### config.mk
export PLATFORM = sky130hd
export DESIGN_NAME = rv_id_ctrl
export DESIGN_NICKNAME = d
export VERILOG_FILES = /design/src/rtl/rv_id_ctrl.sv
export SDC_FILE = /design/constraint.sdc
export NUM_CORES = 1
export LEC_CHECK = 0
export ABC_CLOCK_PERIOD_IN_PS = 3500
export CAP_MARGIN = 0
export CORE_MARGIN = 1
export CORE_UTILIZATION = 53
export CTS_CLUSTER_SIZE = 28
export DETAILED_ROUTE_END_ITERATION = 16
export GPL_TIMING_DRIVEN = 0
export HOLD_SLACK_MARGIN = 0.08
export PLACE_DENSITY = 0.88
export SYNTH_ARGS = -nofsm -noshare
export SYNTH_HDL_FRONTEND = slang
export SYNTH_HIERARCHICAL = 1
export SYNTH_SLANG_ARGS = --single-unit
### constraint.sdc
create_clock -name clk_i -period 3.5 [get_ports clk_i]
set_input_delay 0.875 -clock clk_i [delete_from_list [all_inputs] [get_ports clk_i]]
set_output_delay 0.875 -clock clk_i [all_outputs]
set_load 0.01 [all_outputs]
### src/rtl/rv_id_ctrl.sv
// Decode-stage controller for the RV64 core.
// A 2-entry skid buffer (head + skid) sits between IF and EX. Immediates are
// expanded by rv_imm_gen as instructions are captured, so id_imm_o is driven
// straight from a register. The load-use interlock is built only when the
// macro RV_ID_LOAD_USE_INTERLOCK_EN is defined; without it hazard_o is tied
// low and operand-use bits are not stored.

// RV64 immediate expander, purely combinational, selected by the major opcode.
module rv_imm_gen (
    input  logic [31:0] instr_i,
    output logic [63:0] imm_o
);

    // Pick the immediate layout from the opcode and sign-extend it to 64 bits.
    always_comb begin
        // NOTE: give every always_comb output a value before any branch so no
        // path can leave it unassigned and infer a latch.
        imm_o = '0;
        case (instr_i[6:0])
            // I-type: loads, OP-IMM, OP-IMM-32, JALR, SYSTEM
            7'b0000011, 7'b0010011, 7'b0011011, 7'b1100111, 7'b1110011:
                imm_o = {{52{instr_i[31]}}, instr_i[31:20]};
            // S-type: stores
            7'b0100011:
                imm_o = {{52{instr_i[31]}}, instr_i[31:25], instr_i[11:7]};
            // B-type: branches
            7'b1100011:
                imm_o = {{51{instr_i[31]}}, instr_i[31], instr_i[7],
                         instr_i[30:25], instr_i[11:8], 1'b0};
            // U-type: LUI, AUIPC
            7'b0110111, 7'b0010111:
                imm_o = {{32{instr_i[31]}}, instr_i[31:12], 12'b0};
            // J-type: JAL
            7'b1101111:
                imm_o = {{43{instr_i[31]}}, instr_i[31], instr_i[19:12],
                         instr_i[20], instr_i[30:21], 1'b0};
            default:
                imm_o = '0;
        endcase
    end

endmodule

module rv_id_ctrl (
    input  logic        clk_i,
    input  logic        rst_i,
    input  logic        if_valid_i,
    input  logic [31:0] if_instr_i,
    input  logic [63:0] if_pc_i,
    output logic        if_ready_o,
    input  logic        flush_i,
    input  logic        ex_ready_i,
    input  logic [4:0]  ex_rd_i,
    input  logic        ex_memread_i,
    output logic        id_valid_o,
    output logic [31:0] id_instr_o,
    output logic [63:0] id_pc_o,
    output logic [63:0] id_imm_o,
    output logic [4:0]  id_rs1_o,
    output logic [4:0]  id_rs2_o,
    output logic [4:0]  id_rd_o,
    output logic        hazard_o
);

    typedef enum logic [1:0] {
        ST_EMPTY = 2'd0,
        ST_ONE   = 2'd1,
        ST_TWO   = 2'd2
    } state_e;

    typedef struct packed {
        logic [31:0] instr;
        logic [63:0] pc;
        logic [63:0] imm;
`ifdef RV_ID_LOAD_USE_INTERLOCK_EN
        logic        use_rs1;
        logic        use_rs2;
`endif
    } entry_t;

    state_e state_q, state_d;
    entry_t head_q, head_d;
    entry_t skid_q, skid_d;
    entry_t in_entry;
    logic [63:0] in_imm;
    logic        head_valid;
    logic        in_xfer;
    logic        out_xfer;

    rv_imm_gen u_imm_gen (
        .instr_i (if_instr_i),
        .imm_o   (in_imm)
    );

    // Package the incoming instruction as a buffer entry.
    always_comb begin
        in_entry       = '0;
        in_entry.instr = if_instr_i;
        in_entry.pc    = if_pc_i;
        in_entry.imm   = in_imm;
`ifdef RV_ID_LOAD_USE_INTERLOCK_EN
        // LUI, AUIPC and JAL carry no rs1; only R/R32, store and branch read rs2.
        in_entry.use_rs1 = !(if_instr_i[6:0] inside {7'b0110111, 7'b0010111, 7'b1101111});
        in_entry.use_rs2 = if_instr_i[6:0] inside {7'b0110011, 7'b0111011,
                                                   7'b0100011, 7'b1100011};
`endif
    end

    assign head_valid = (state_q != ST_EMPTY);
    assign if_ready_o = (state_q != ST_TWO) && !rst_i;
    assign in_xfer    = if_valid_i && if_ready_o && !flush_i;

`ifdef RV_ID_LOAD_USE_INTERLOCK_EN
    assign hazard_o = head_valid && ex_memread_i && (ex_rd_i != 5'd0) &&
                      ((head_q.use_rs1 && (head_q.instr[19:15] == ex_rd_i)) ||
                       (head_q.use_rs2 && (head_q.instr[24:20] == ex_rd_i)));
`else
    // Load-use is resolved elsewhere; the EX hint inputs are intentionally unused.
    logic unused_ex;
    assign unused_ex = ^{ex_rd_i, ex_memread_i};
    assign hazard_o  = 1'b0;
`endif

    assign id_valid_o = head_valid && !hazard_o;
    assign out_xfer   = id_valid_o && ex_ready_i;

    // Next state and entry contents from the in/out handshakes; flush wins last.
    always_comb begin
        state_d = state_q;
        head_d  = head_q;
        skid_d  = skid_q;
        case (state_q)
            ST_EMPTY: begin
                if (in_xfer) begin
                    state_d = ST_ONE;
                    head_d  = in_entry;
                end
            end
            ST_ONE: begin
                if (in_xfer && !out_xfer) begin
                    state_d = ST_TWO;
                    skid_d  = in_entry;
                end else if (in_xfer && out_xfer) begin
                    head_d  = in_entry;
                end else if (out_xfer) begin
                    state_d = ST_EMPTY;
                end
            end
            ST_TWO: begin
                if (out_xfer) begin
                    state_d = ST_ONE;
                    head_d  = skid_q;
                end
            end
            default: state_d = ST_EMPTY;
        endcase
        // in_xfer is already masked by flush, so only the state needs forcing;
        // an out transfer in this cycle still completes toward EX.
        if (flush_i) begin
            state_d = ST_EMPTY;
        end
    end

    // State register with synchronous reset.
    always_ff @(posedge clk_i) begin
        // NOTE: sequential state uses non-blocking assignments so every flop
        // samples pre-edge values regardless of block evaluation order.
        if (rst_i) begin
            state_q <= ST_EMPTY;
        end else begin
            state_q <= state_d;
        end
    end

    // Head and skid entry registers.
    always_ff @(posedge clk_i) begin
        // NOTE: data storage is normally left unreset; these two entries are
        // cleared because id_* must read zero straight out of reset.
        if (rst_i) begin
            head_q <= '0;
            skid_q <= '0;
        end else begin
            head_q <= head_d;
            skid_q <= skid_d;
        end
    end

    assign id_instr_o = head_q.instr;
    assign id_pc_o    = head_q.pc;
    assign id_imm_o   = head_q.imm;
    assign id_rs1_o   = head_q.instr[19:15];
    assign id_rs2_o   = head_q.instr[24:20];
    assign id_rd_o    = head_q.instr[11:7];

endmodule
# == After elaboration in Yosys (flattened, before gate mapping) ==
# Index checks and enable logic that the tools add are counted.
# op_classes
n_eq_ne,19
muxes,12
n_reduce_logical,18
# op_table
cell,count
two-way mux 160 bit,4
case mux 160 bit (3 select lines),1
case mux 64 bit (5 select lines),1
equality test 7 bit (second input constant),4
equality test 7 x 5 -> 1 bit (second input constant),3
equality test 7 x 6 -> 1 bit (second input constant),2
two-way mux 2 bit,5
inequality test 2 bit (second input constant),5
equality test 7 x 2 -> 1 bit (second input constant),1
logical AND 1 bit,6
inequality test 3 bit (second input constant),2
case mux 2 bit (3 select lines),1
AND reduction 5 bit,1
OR reduction 5 bit,1
AND reduction 4 bit,1
OR reduction 2 bit,2
logical NOT 1 bit,3
nonzero test 3 bit,1
equality test 2 x 1 -> 1 bit (second input constant),1
equality test 2 bit (second input constant),1
logical NOT 2 bit,1
AND reduction 2 bit,1
nonzero test 2 bit,1
# word_totals
regBits,322
input_bits,107
out_inout_bits,178
wordCells,56

# == Depth between registers and ports, before layout ==
# Gate-level depths: netlist of the first run.
# depth
word_depth,8
mapped_depth,9
mapped_depth_nobuf,6

# == Hierarchy ==
# Netlist of the first run, hierarchy kept.
# by_module_without_submodules
module,n_inst,cells_each,area_each_um2,seq_area_each_um2
rv_id_ctrl,1,1533,13930.9,6446.2
rv_imm_gen,1,104,758.2,0.0

# == Worst setup path after synthesis of the first run ==
# OpenSTA, ideal clock, no wires.
# synth_timing
path_type,in2reg
startpoint,input if_instr_i[3]
endpoint,"register head_q, in the netlist id_imm_o[63]"
setup_time_ps,86
arrival_ps,2933
required_time_ps,3414
slack_ps,482
path_stages,7
n_path_buf,2
cell_sequence,buf_2 or3b_1 a21oi_2 o31a_1 buf_4 o32ai_1 a211oi_1
# synth_via
elab_chain_cells,6
elab_cells_between_ends,17
classes_between,10 x eq/ne; 5 x mux; 2 x reduce/logical
# synth_lines
element,line_no,rtl
from (decl),48,"input logic [31:0] if_instr_i,"
"equality test 7 x 2 -> 1 bit, or another cell as far along",19,case (instr_i[6:0])
OR reduction 5 bit / OR reduction 2 bit (equally long branches),19,
case mux 64 bit (5 select lines) *,19,
net in_imm[63],85,logic [63:0] in_imm;
two-way mux 160 bit,143,end else if (in_xfer && out_xfer) begin
two-way mux 160 bit,140,if (in_xfer && !out_xfer) begin
case mux 160 bit (3 select lines) *,132,case (state_q)
to (signal assigned),180,head_q <= '0;
to (signal assigned),183,head_q <= head_d;
to (decl),82,"entry_t head_q, head_d;"
# Mark *: on every way through the listed nets, which the timed path passes. The rest lies on a longest branch. The select of a mux whose other input is x is not followed.
# A chain may end at the register's enable or synchronous reset.

# == Final worst setup path of the first run ==
# layout_timing
startpoint,input if_instr_i[3]
endpoint,"register head_q, in the netlist id_imm_o[54]"
# The elaborated chain is that of the path after synthesis.

==> results of run 1 <==
[registers in the layout, indices dropped and copies added, names as in the netlist]
signal,count
id_imm_o,64
id_instr_o,32
id_pc_o,64
skid_q,160
state_q,2
[path summary, 6_finish.rpt]
check,slack [ps],to,cells past startpoint,start
setup / recovery,140,id_imm_o[54],8,if_instr_i[3]
hold / removal,480,skid_q[27],2,skid_q[27]
setup reg to reg,700,id_imm_o[30],8,state_q[1]
hold reg to reg,480,skid_q[27],2,skid_q[27]
[power by group]
group / switching (mW) / total [mW] / internal, mW
Clock: 1.47 / 3.69 / 2.22
Combinational: 0.690 / 1.29 / 0.601
Sequential: 0.0916 / 3.90 / 3.81
Total: 2.25 / 8.88 / 6.62
[routing by layer]
metal	vias to the layer above	global-route usage
li1	6875	-
met1	7159	0.423
met2	900	0.547
met3	169	0.0765
met4	2	0.132
met5	-	0
[cell families after synthesis]
kind of cell / count (synthesis)
xor+xnor: 1
flops: 322
mux: 2
compound gates: 839
simple gates: 203
other cells: 1
buf+inv: 269
[cells in the mapped netlist, drive strengths merged (5+ instances only)]
cell type	instances
a211oi	160
a21o	21
a21oi	328
a22o	6
and2	6
buf	86
clkbuf	183
dfxtp	322
nand2	5
nand3	163
nor2	6
nor2b	5
o21ai	160
o32ai	160
[through the flow]
step	setup WS [ps]	hold slack, ps	cell area, um2
CTS	179	476	19000
global route	61.5	487	19000
finish	141	477	19000
detailed placement	-782	468	17900
global placement	-684	459	17900
floorplan	482	454	14700
[final cells by class]
cell class	instances	area (um2)	share of cell area
Tap cell	372	465	0.0244
Timing Repair Buffer	276	2760	0.145
Buffer	268	1330	0.0697
Clock inverter	4	72.6	0.00381
Clock buffer	53	1060	0.0554
Multi-Input combinational cell	1046	6910	0.363
Antenna cell	1	2.50	0.000131
Sequential cell	322	6450	0.338
[tightest hold or removal path, stage by stage (launching register included)]
cell and delay, ps:
dfxtp_1 300, o21ai_0 60, a21oi_1 60
==> impl_results.md, run 1 <==
- Uppermost layer routed: met5
- Die Area: 28400 um2
- Ys async rst share: 0
- RSZ-0062 raised after global routing: no
- Total Power: 8.88 mW
- CTS clk-pin slew, worst paths: 60 ps
- Post-CTS Resized: 1
- Starting density of the core: 0.542
- Antenna Nets Post-Route: 0
- Crit path kind: in -> reg
- Largest family of logic cells by synthesized area: compound AO/OA/AOI/OAI gates
- Hpwl dp: 34100 um
- Achievable Freq: 298 MHz
- Port bufs: 276
- Synth warn: 6
- WL met1: 19500 um
- Cell taking the most area after synthesis: dfxtp_1
- Leading cell type in the layout, fill and taps excluded: a21oi_1
- Crit. End Element: flip-flop
- Sum Neg Setup Slack: 0 ps
- CTS Hold Bufs: 0
- Inserted Clock Buffers: 35
- Sequential share of the synthesized area: 0.439
- Fin. Hold Viols: 0
- Period utilization: 0.960
- Post-synthesis cell type count: 39
- Status: complete, no violations
- Delay-heaviest family, CP: compound AO/OA/AOI/OAI gates
- Area share of the largest cell type after synthesis: 0.439
- DR WL met3: 5210 um
- Total wire length: 49300 um
- Initial antenna violation count: 2
- Pleak: 6.22 nW
- Die H: 168 um
- Routed len/inst: 21.1 um
- Die X: 168 um
- DR WL met2: 22600 um
- Synth Area in Simple Gates: 0.0732
- First-pass GRT wire length: 76000 um
- I/O pin cnt: 285
- Largest cells by area after synthesis: dfxtp_1, a21oi_1, o32ai_1, a211oi_2, nand3_1
- Final Skew: 19.4 ps
- Residual DRC: 0
- Post-Synth XOR/XNOR Area: 0.000596
- H-tree levels: 2
- CP Launch Type: input port
- Peak supply drop: 0.366 mV
- Post-CTS Setup Inserts: 0
- Critical path's slowest cell: o31a_2
- Mean Syn Cell Area: 8.97 um2
- CTS root buf: clkbuf_16
- CP Data Required Time: 3910 ps
- Layout Cells excl Fill: 2342
- Critical Path Max Stage Delay: 730 ps
- Hold Crit Class: reg -> reg
- Drt pass-1 iters: 7
- Vias in the first global route: 14250
- Worst-margin pin slew: 1060 ps
- Main synth FF type: dfxtp_1
- Synthesized instance count: 1637
- Most frequent cells in the layout: a21oi_1, dfxtp_1, clkdlybuf4s50_1
- Synth Area in Compound Gates: 0.395
- Synth Area in Adders: 0
- Core area: 27100 um2
- Largest net degree at the start of global routing: 35
- Layout cells sized above 1: 0.126
- GRT Overall Usage: 0.333
- Initial DRC count: 1894
- Final Max Tran Viols: 0
- Skew-Pair Late Insertion Delay: 510 ps
- Max Fanout on Critical Path: 34
- FP Rows: 60
- FF+latch count, synth: 322
- Mapped Area: 14700 um2
- WP buf/inv: 3
- Total grt overflow: 0
- Max cap viols: 0
- Min Clock Period, post-route: 3360 ps
- Mapped Nets: 1744
- Relative slew slack: 0.295
- Cell Pwr Density: 466 nW/um2
- Crit path DAT: 3770 ps
- Number of enable flip-flop cells after synthesis: 0
- CTS Sinks: 322
- Mux cell area share after synthesis: 0.00136
- Area Growth Syn to Fin: 29.7%
- Filler instances: 2074
- GPL Wtd Cong: 0.938
- Placed cells: 2285
- Number of nets in the layout: 2056
- Crit path cell chain: clkdlybuf4s50_1 -> buf_2 -> or3b_1 -> a21oi_2 -> o31a_2 -> buf_4 -> o32ai_1 -> a211oi_2
- Layout Utilization: 0.703
- Drt via density: 6.45
- Vias: 15105
- Clk buf depth: 3
- Setup violations, final: 0
- CTS tree: done
Power figures use the tool's default switching activity.
==> inputs of run 2 (changes only) <==
Settings changed: ABC_CLOCK_PERIOD_IN_PS 3500 to 3300, GPL_ROUTABILITY_DRIVEN from default to 0.
Clock period 3.5 ns to 3.3 ns, I/O delays scaled along.
==> run 2 against run 1 <==
  * Utilization increased by 0.11 points
  * Clock-buffer cell count decreased by 1
  * Clock skew decreased by 8.1 ps
  * First-iteration DRC count decreased by 4.1%
  * Sequential power increased by 5.9%
  * Final area increased by 0.16%
  * Via count increased by 1.1%
  * Highest routed layer unchanged
  * Combinational power increased by 6%
  * Clock power increased by 7.0%
  * Flip-flop and latch count unchanged
  * Global-route usage increased by 0.31 points
==> impl_results.md, run 2 (synthesis gave the netlist of run 1 again) <==
- Max reg flops: 160
- Skew-Pair Late Insertion Delay: 510 ps
- Layout cells sized above 1: 0.128
- CTS root buf: clkbuf_16
- Inserted Clock Buffers: 36
- Design Area, Final: 19100 um2
- Die H: 168 um
- Pleak: 6.24 nW
- CP Data Required Time: 3710 ps
- First-pass GRT wire length: 77000 um
- Setup violations, final: 0
- Drt pass-1 iters: 8
- Peak supply drop: 0.405 mV
- Dpl cell area: 17900 um2
- Final Skew: 11.4 ps
- Die Area: 28400 um2
- Die X: 168 um
- CP most frequent cell: clkbuf_1
- Crit path DAT: 3580 ps
- Period utilization: 0.960
- Delay-heaviest family, CP: buffers and inverters
- Number of nets in the layout: 2057
- Crit path kind: in -> reg
- Final Max Tran Viols: 0
- Port bufs: 276
- Achievable Freq: 316 MHz
- Drt via density: 6.52
- Leading cell type in the layout, fill and taps excluded: a21oi_1
- CP Launch Type: input port
- CTS clk-pin slew, worst paths: 60 ps
- Antenna Nets Post-Route: 0
- GRT Overall Usage: 0.336
- Post-CTS Setup Inserts: 0
- Worst-margin pin slew: 1110 ps
- Residual DRC: 0
- Vias: 15271
- Most frequent cells in the layout: a21oi_1, dfxtp_1, clkdlybuf4s50_1
- I/O pin cnt: 285
- Total wire length: 49400 um
- Crit. End Element: flip-flop
- Total grt overflow: 0
- Fin. Hold Viols: 0
- Critical Path Max Stage Delay: 850 ps
- Sum Neg Setup Slack: 0 ps
- Min Clock Period, post-route: 3170 ps
- Core area: 27100 um2
- Routed len/inst: 21.1 um
- Max Fanout on Critical Path: 10
- Area Growth Syn to Fin: 29.9%
- WP buf/inv: 3
- FP Rows: 60
- Largest net degree at the start of global routing: 35
- Max cap viols: 0
- Hold Crit Class: reg -> reg
- Crit path cell chain: clkdlybuf4s50_1 -> nor4b_2 -> clkbuf_1 -> clkbuf_1 -> a21oi_1 -> a211oi_2
- Largest reg by FF count: skid_q
- Starting density of the core: 0.542
- Initial DRC count: 1817
- Clk buf depth: 3
- Cell Pwr Density: 496 nW/um2
- Relative slew slack: 0.262
- Hpwl dp: 34100 um
- Layout Utilization: 0.704
- Vias in the first global route: 14226
- CTS tree: done
- CTS Sinks: 322
- Status: complete, no violations
- Critical path's slowest cell: clkbuf_1
- Total Power: 9.46 mW
- RSZ-0062 raised after global routing: no
- Initial antenna violation count: 3
- H-tree levels: 2
run 2: where the power goes:
part / total, mW / switching [mW] / internal (mW)
combinational: 1.37 / 0.736 / 0.638
sequential: 4.13 / 0.0964 / 4.04
clock: 3.95 / 1.57 / 2.38
run 2: metal layers:
layer	GRT usage	wire, um	vias to the layer above
met2	0.546	22800	975
met3	0.0886	5560	159
met4	0.147	2080	2
met1	0.420	18900	7239
li1	-	-	6896
met5	0	15	-
run 2: tightest hold or removal path, stage by stage (launching register included):
cell     delay (ps)
dfxtp_1         300
o21ai_0          60
a21oi_1          60
run 2: layout make-up:
type / count / area [um2]
Sequential cell: 322 / 6450
Timing Repair Buffer: 276 / 2760
Fill cell: 2054 / 8030
Antenna cell: 1 / 2.50
Tap cell: 372 / 465
Buffer: 268 / 1330
Clock inverter: 6 / 86.3
Multi-Input combinational cell: 1046 / 6920
Clock buffer: 52 / 1060
run 2: final timing paths:
| path | cells after the start | slack, ps | end | startpoint |
|---|---|---|---|---|
| max | 6 | 130 | id_pc_o[17] | if_valid_i |
| min | 2 | 470 | skid_q[54] | skid_q[54] |
| max reg2reg | 8 | 510 | id_imm_o[30] | state_q[1] |
| min reg2reg | 2 | 470 | skid_q[54] | skid_q[54] |
run 2: through the flow:
step                      hold WS, ps  std cells  setup slack [ps]
after floorplan                   454       1637               332
after global placement            459       2285              -818
after detailed placement          467       2285              -925
after CTS                         475       2342              73.0
after global routing              490       2342              12.4
final                             474       2343               133
run 2: repair_timing:
item                       CTS  global route
gates resized for setup      2             4
setup endpoints to repair   67            36
hold buffers                 0             0
